$ cat src/rtl/lcd_edit_ctrl_if.sv
// Button-pulse inputs and single-cell write handshake between
// lcd_edit_ctrl (master) and the debouncer/LCD driver side (slave).
interface lcd_edit_ctrl_if;
    logic       dbcenter;
    logic       dbnorth;
    logic       dbsouth;
    logic       dbeast;
    logic       dbwest;
    logic       wr_ack;
    logic       wr_req;
    logic [4:0] wr_addr;
    logic [7:0] wr_data;

    modport master (
        input  dbcenter, dbnorth, dbsouth, dbeast, dbwest,
        input  wr_ack,
        output wr_req, wr_addr, wr_data
    );

    modport slave (
        output dbcenter, dbnorth, dbsouth, dbeast, dbwest,
        output wr_ack,
        input  wr_req, wr_addr, wr_data
    );
endinterface

$ cat src/rtl/lcd_edit_ctrl.sv
// Cursor/edit controller for a 2x16 character LCD: keeps a local screen copy,
// refreshes it after reset and issues one req/ack write per edited cell.
module lcd_edit_ctrl #(
    parameter logic [7:0] FILL_CHAR = 8'h20,
    parameter logic [7:0] CHAR_MIN  = 8'h20,
    parameter logic [7:0] CHAR_MAX  = 8'h7E
) (
    input  logic                  clk,
    input  logic                  rst,
    lcd_edit_ctrl_if.master       bus,
    output logic                  cursor_row,
    output logic [3:0]            cursor_col,
    output logic                  edit_mode,
    output logic                  busy
);

    typedef enum logic [1:0] {S_INIT, S_IDLE, S_WAIT_ACK} state_t;
    typedef enum logic [2:0] {EV_NONE, EV_CENTER, EV_NORTH, EV_SOUTH, EV_EAST, EV_WEST} ev_t;

    state_t     state_q, state_d;
    ev_t        pend_q, pend_d, fresh_ev, cur_ev;
    logic [4:0] cnt_q, cnt_d;
    logic       req_q, req_d;
    logic [4:0] addr_q, addr_d;
    logic [7:0] data_q, data_d;
    logic       row_q, row_d;
    logic [3:0] col_q, col_d;
    logic       edit_q, edit_d;

    logic [7:0] buf_mem [32];
    logic       buf_we;
    logic [4:0] buf_waddr;
    logic [7:0] buf_wdata;

    logic [4:0] cell_idx;
    logic [7:0] cell_val, cell_inc, cell_dec;

    always_comb begin
        fresh_ev = EV_NONE;
        if (bus.dbcenter)     fresh_ev = EV_CENTER;
        else if (bus.dbnorth) fresh_ev = EV_NORTH;
        else if (bus.dbsouth) fresh_ev = EV_SOUTH;
        else if (bus.dbeast)  fresh_ev = EV_EAST;
        else if (bus.dbwest)  fresh_ev = EV_WEST;
    end

    // Out-of-range cell values wrap as if they sat on the nearer bound.
    assign cell_idx = {row_q, col_q};
    assign cell_val = buf_mem[cell_idx];
    assign cell_inc = (cell_val >= CHAR_MAX) ? CHAR_MIN : cell_val + 8'd1;
    assign cell_dec = (cell_val <= CHAR_MIN) ? CHAR_MAX : cell_val - 8'd1;

    always_comb begin
        state_d   = state_q;
        pend_d    = pend_q;
        cnt_d     = cnt_q;
        req_d     = req_q;
        addr_d    = addr_q;
        data_d    = data_q;
        row_d     = row_q;
        col_d     = col_q;
        edit_d    = edit_q;
        buf_we    = 1'b0;
        buf_waddr = cnt_q;
        buf_wdata = FILL_CHAR;
        cur_ev    = EV_NONE;

        case (state_q)
            S_INIT: begin
                if (req_q) begin
                    if (bus.wr_ack) begin
                        req_d = 1'b0;
                        if (cnt_q == 5'd31) state_d = S_IDLE;
                        else                cnt_d   = cnt_q + 5'd1;
                    end
                end else begin
                    req_d     = 1'b1;
                    addr_d    = cnt_q;
                    data_d    = FILL_CHAR;
                    buf_we    = 1'b1;
                    buf_waddr = cnt_q;
                    buf_wdata = FILL_CHAR;
                end
            end

            S_IDLE: begin
                // A pending event shadows any fresh pulse arriving this cycle.
                cur_ev = (pend_q != EV_NONE) ? pend_q : fresh_ev;
                pend_d = EV_NONE;
                case (cur_ev)
                    EV_CENTER: edit_d = ~edit_q;
                    EV_NORTH, EV_SOUTH: begin
                        if (edit_q) begin
                            buf_we    = 1'b1;
                            buf_waddr = cell_idx;
                            buf_wdata = (cur_ev == EV_NORTH) ? cell_inc : cell_dec;
                            req_d     = 1'b1;
                            addr_d    = cell_idx;
                            data_d    = buf_wdata;
                            state_d   = S_WAIT_ACK;
                        end else begin
                            row_d = ~row_q;
                        end
                    end
                    EV_EAST:  col_d = col_q + 4'd1;
                    EV_WEST:  col_d = col_q - 4'd1;
                    default: ;
                endcase
            end

            S_WAIT_ACK: begin
                if (pend_q == EV_NONE) pend_d = fresh_ev;
                if (bus.wr_ack) begin
                    req_d   = 1'b0;
                    state_d = S_IDLE;
                end
            end

            default: state_d = S_INIT;
        endcase
    end

    always_ff @(posedge clk) begin
        if (!rst) state_q <= S_INIT;
        else      state_q <= state_d;
    end

    always_ff @(posedge clk) begin
        if (!rst) begin
            pend_q <= EV_NONE;
            cnt_q  <= '0;
            req_q  <= 1'b0;
            addr_q <= '0;
            data_q <= '0;
            row_q  <= 1'b0;
            col_q  <= '0;
            edit_q <= 1'b0;
        end else begin
            pend_q <= pend_d;
            cnt_q  <= cnt_d;
            req_q  <= req_d;
            addr_q <= addr_d;
            data_q <= data_d;
            row_q  <= row_d;
            col_q  <= col_d;
            edit_q <= edit_d;
        end
    end

    always_ff @(posedge clk) begin
        if (rst && buf_we) buf_mem[buf_waddr] <= buf_wdata;
    end

    assign bus.wr_req  = req_q;
    assign bus.wr_addr = addr_q;
    assign bus.wr_data = data_q;
    assign cursor_row  = row_q;
    assign cursor_col  = col_q;
    assign edit_mode   = edit_q;
    assign busy        = (state_q != S_IDLE);

endmodule

$ cat src/flat_wrapper.sv
// flat-port wrapper written by rule: the top's interface ports become plain ports
module lcd_edit_ctrl_flat 
#(
    parameter logic [7:0] FILL_CHAR = 8'h20,
    parameter logic [7:0] CHAR_MIN  = 8'h20,
    parameter logic [7:0] CHAR_MAX  = 8'h7E
)
  (clk, rst, cursor_row, cursor_col, edit_mode, busy, bus_dbcenter, bus_dbnorth, bus_dbsouth, bus_dbeast, bus_dbwest, bus_wr_ack, bus_wr_req, bus_wr_addr, bus_wr_data);
  lcd_edit_ctrl_if bus_i ();
  input  logic clk;
  input  logic rst;
  output logic cursor_row;
  output logic [3:0] cursor_col;
  output logic edit_mode;
  output logic busy;
  input wire logic [$bits(bus_i.dbcenter)-1:0] bus_dbcenter;
  input wire logic [$bits(bus_i.dbnorth)-1:0] bus_dbnorth;
  input wire logic [$bits(bus_i.dbsouth)-1:0] bus_dbsouth;
  input wire logic [$bits(bus_i.dbeast)-1:0] bus_dbeast;
  input wire logic [$bits(bus_i.dbwest)-1:0] bus_dbwest;
  input wire logic [$bits(bus_i.wr_ack)-1:0] bus_wr_ack;
  output wire logic [$bits(bus_i.wr_req)-1:0] bus_wr_req;
  output wire logic [$bits(bus_i.wr_addr)-1:0] bus_wr_addr;
  output wire logic [$bits(bus_i.wr_data)-1:0] bus_wr_data;
  assign bus_i.dbcenter = bus_dbcenter;
  assign bus_i.dbnorth = bus_dbnorth;
  assign bus_i.dbsouth = bus_dbsouth;
  assign bus_i.dbeast = bus_dbeast;
  assign bus_i.dbwest = bus_dbwest;
  assign bus_i.wr_ack = bus_wr_ack;
  assign bus_wr_req = bus_i.wr_req;
  assign bus_wr_addr = bus_i.wr_addr;
  assign bus_wr_data = bus_i.wr_data;
  lcd_edit_ctrl #(.FILL_CHAR(FILL_CHAR), .CHAR_MIN(CHAR_MIN), .CHAR_MAX(CHAR_MAX)) u_core (.clk(clk), .rst(rst), .bus(bus_i), .cursor_row(cursor_row), .cursor_col(cursor_col), .edit_mode(edit_mode), .busy(busy));
endmodule
$ cat config.mk
export PLATFORM = sky130hd
export DESIGN_NAME = lcd_edit_ctrl_flat
export DESIGN_NICKNAME = d
export VERILOG_FILES = /design/src/rtl/lcd_edit_ctrl_if.sv /design/src/rtl/lcd_edit_ctrl.sv /design/src/flat_wrapper.sv
export SDC_FILE = /design/constraint.sdc
export NUM_CORES = 1
export LEC_CHECK = 0
export ABC_AREA = 1
export BUFFER_PORTS_ARGS = -buffer_cell sky130_fd_sc_hd__buf_2
export CELL_PAD_IN_SITES_DETAIL_PLACEMENT = 0
export CELL_PAD_IN_SITES_GLOBAL_PLACEMENT = 1
export CORE_MARGIN = 2
export CORE_UTILIZATION = 50
export CTS_BUF_LIST = sky130_fd_sc_hd__clkbuf_4
export CTS_CLUSTER_DIAMETER = 200
export DETAILED_ROUTE_END_ITERATION = 6
export PLACE_DENSITY = 0.81
export SLEW_MARGIN = 20
export SYNTH_ARGS = -nofsm -noshare
export SYNTH_HDL_FRONTEND = slang
export SYNTH_SLANG_ARGS = --single-unit
$ cat constraint.sdc
create_clock -name clk -period 3.8 [get_ports clk]
set_input_delay 0.19 -clock clk [delete_from_list [all_inputs] [get_ports clk]]
set_output_delay 0.19 -clock clk [all_outputs]
set_load 0.005 [all_outputs]
==> results.yml <==
grt:
  antenna_found_initial: 1
  overflow: 0
  grt_pass1_vias: 8840
  track_usage_pct: 25.0
  grt_pass1_wl_um: 50100
  grt_max_degree: 52
setup_path:
  end_kind: "flop"
  setup.worst_path.start_class: "input port"
  arrival_ns: 3.91
  crit_fanout: 14
  required_ns: 4.10
  crit_type: "in -> reg"
pwr:
  clkPwrFrac_pct: 42.1
  swShare_pct: 21.4
  p_sw_mw: 1.31
  p_per_area_nw_per_um2: 428
  combPwrFrac_pct: 2.4
  leakagePower_nw: 5.75
  power.internal_mw: 4.81
  pwr-share-seq_pct: 55.5
  peakVddDrop_mv: 0.308
finish:
  seq_area_um2: 8290
  syn2layout_area_growth_pct: 13.1
  final_common_cell: "nand2_1"
  multi_input_area_um2: 3850
  design_area_um2: 14300
  n_fill_cell: 2214
  nets: 1346
  layout_common_cells: "428 x nand2_1, 256 x edfxtp_1, 219 x nand3_1, 109 x clkbuf_4, 55 x nor2_1"
  drive_above_1_share_pct: 17.7
  final_util_pct: 57.1
place:
  gp_congestion: 0.854
  placement.io_buffers: 28
  placed_area_um2: 13300
  hpwl_um: 19500
sta:
  hold_violations: 0
  timing.final.crit_period_ns: 3.60
  worst_slew_pin_slew_ns: 0.825
  holdWs_ns: 0.0558
  finalSetupTns_ns: 0
  period_share_pct: 94.9
  skew_ns: 0.0398
  slew-limit-headroom_pct: 44.6
  grt_setup_unrepaired: "yes"
  drv_slew: 0
  setup_viol_count_final: 0
  max_freq_ghz: 0.277
die:
  pin_count: 29
  die_w_um: 163
  rows: 58
  core-area_um2: 25000
  die_y_um: 163
  start_util_pct: 50.5
  dieArea_um2: 26600
synth:
  synth_edf_count: 256
  synth-seq-cells: 286
  yosys_warnings: 0
  syn_nets: 1249
  synth_flop_cell: "edfxtp_1"
  ys_seq_area_share_pct: 65.5
  synthDistinctLibCells: 40
  mappedNetlistArea_um2: 12600
  synth_cells: 1229
  async_flop_share_pct: 0
  synth.avg_cell_area_um2: 10.3
clock_tree:
  insertion_delay_ns: 0.68
  htree_levels: 3
  cts-root-buf: "clkbuf_4"
  cts_buffers: 75
  post-cts-setup-buffer-count: 0
  clk_pin_slew_worst_paths_ns: 0.06
  clock_sinks: 286
  cts_tree: "done"
  clock_path_buffers: 3
detailed_routing:
  wl_per_cell_um: 18.9
  vias: 9130
  via_per_inst: 5.35
  routed_wl_um: 32300
  drt_first_iter_violations: 820
  route.detailed.drc: 0
  first_pass_iters: 5
  final_antenna_net_count: 0
flow_run:
  maxCapViolCount: 0
hold_path:
  min_path_type: "in -> reg"
run_status:
  status: "finished, final reports clean"
-- critical path, cell delays in order --
cell,delay (ns)
dlygate4sd3_1,0.52
buf_2,0.11
nor2_1,0.04
dlygate4sd3_1,0.54
o21ai_0,0.07
nor2_1,0.09
a21oi_2,0.23
inv_2,0.07
nor2_2,0.13
inv_2,0.08
nor3_4,0.50
o21ai_0,0.30
inv_1,0.17
nand3_2,0.26
nor2_1,0.60
-- Yosys cell counts, types with 7 or more instances --
cell,n,area (um2)
nand3_1,219,1100
nor2_1,69,259
buf_6,9,101
ha_1,11,138
dfxtp_1,30,601
inv_1,35,131
o21ai_0,18,90.1
a21oi_1,22,110
edfxtp_1,256,7690
inv_2,9,33.8
nand2_1,428,1610
clkbuf_1,9,33.8
buf_2,34,170
nor3_1,8,40.0
a31oi_1,7,43.8
-- power groups by stage --
stage          Sequential [mW]  Combinational [mW]  Clock [mW]
6_report                  3.40               0.147        2.58
3_3_place_gp              3.47               0.139           0
4_1_cts                   3.40               0.144        2.65
3_5_place_dp              3.47               0.138           0
5_1_grt                   3.40               0.165        2.81
2_1_floorplan             3.46              0.0985           0
-- sequential cells by signal (all words and copies together), names as in the netlist --
signal,count
u_core.cnt_q,5
u_core.bus.wr_data,8
u_core.bus.wr_addr,5
u_core.cursor_row,1
u_core.cursor_col,4
u_core.bus.wr_req,1
u_core.buf_mem,256
u_core.pend_q,3
u_core.state_q,2
u_core.edit_mode,1
-- path summary, 6_finish.rpt --
path         depth (start not counted)  slack [ns]               endpoint             startpoint
max                                 15        0.20   u_core.buf_mem[9][2]            bus_dbnorth
min                                  5        0.06       u_core.pend_q[0]             bus_dbeast
max reg2reg                          8        0.26   u_core.buf_mem[9][2]      u_core.state_q[1]
min reg2reg                          2        0.46  u_core.bus.wr_data[7]  u_core.bus.wr_data[7]
-- routing by layer --
layer  GRT usage, %  up-vias  part of all wire, %
met2           39.6      324                   47
met3           5.03       40                  7.4
li1               -     4455                    -
met4           8.29        0                  1.8
met5              0        -                    0
met1           34.9     4311                   44
-- final cells by class --
class	count	share of cell area, %
multi-input cells	834	26.9
inverters	47	1.25
flip-flops and latches	286	58.0
clock inverters	17	0.674
diodes	1	0.0175
well taps	330	2.89
clock buffers	109	5.72
repair buffers	82	4.53
-- through the flow --
| step | setup slack [ns] | total power, mW | std cells |
|---|---|---|---|
| after detailed placement | 0.224 | 3.60 | 1573 |
| after floorplan | 0.598 | 3.56 | 1229 |
| after global routing | -0.0848 | 6.37 | 1706 |
| final | 0.195 | 6.12 | 1706 |
| after global placement | 0.242 | 3.60 | 1573 |
| after CTS | 0.177 | 6.19 | 1705 |
-- logic make-up (layout without fill, tap and decap cells) --
group,Yosys count,after routing,share of synthesized area (%)
AOI/OAI and AO/OA,64,64,2.89
xor gates and xnor gates,6,6,0.416
adders and majority gates,12,12,1.25
buffers and inverters,109,255,4.39
DFF,286,286,65.5
other,0,1,0
and+or+nand+nor,752,752,25.5
-- repair_timing --
action	CTS	global route
gates resized for setup	0	9
hold endpoints to repair	19	0
endpoints found under the setup margin	0	100
hold buffers	6	0
No activity file was read; power rests on OpenSTA's default activity.
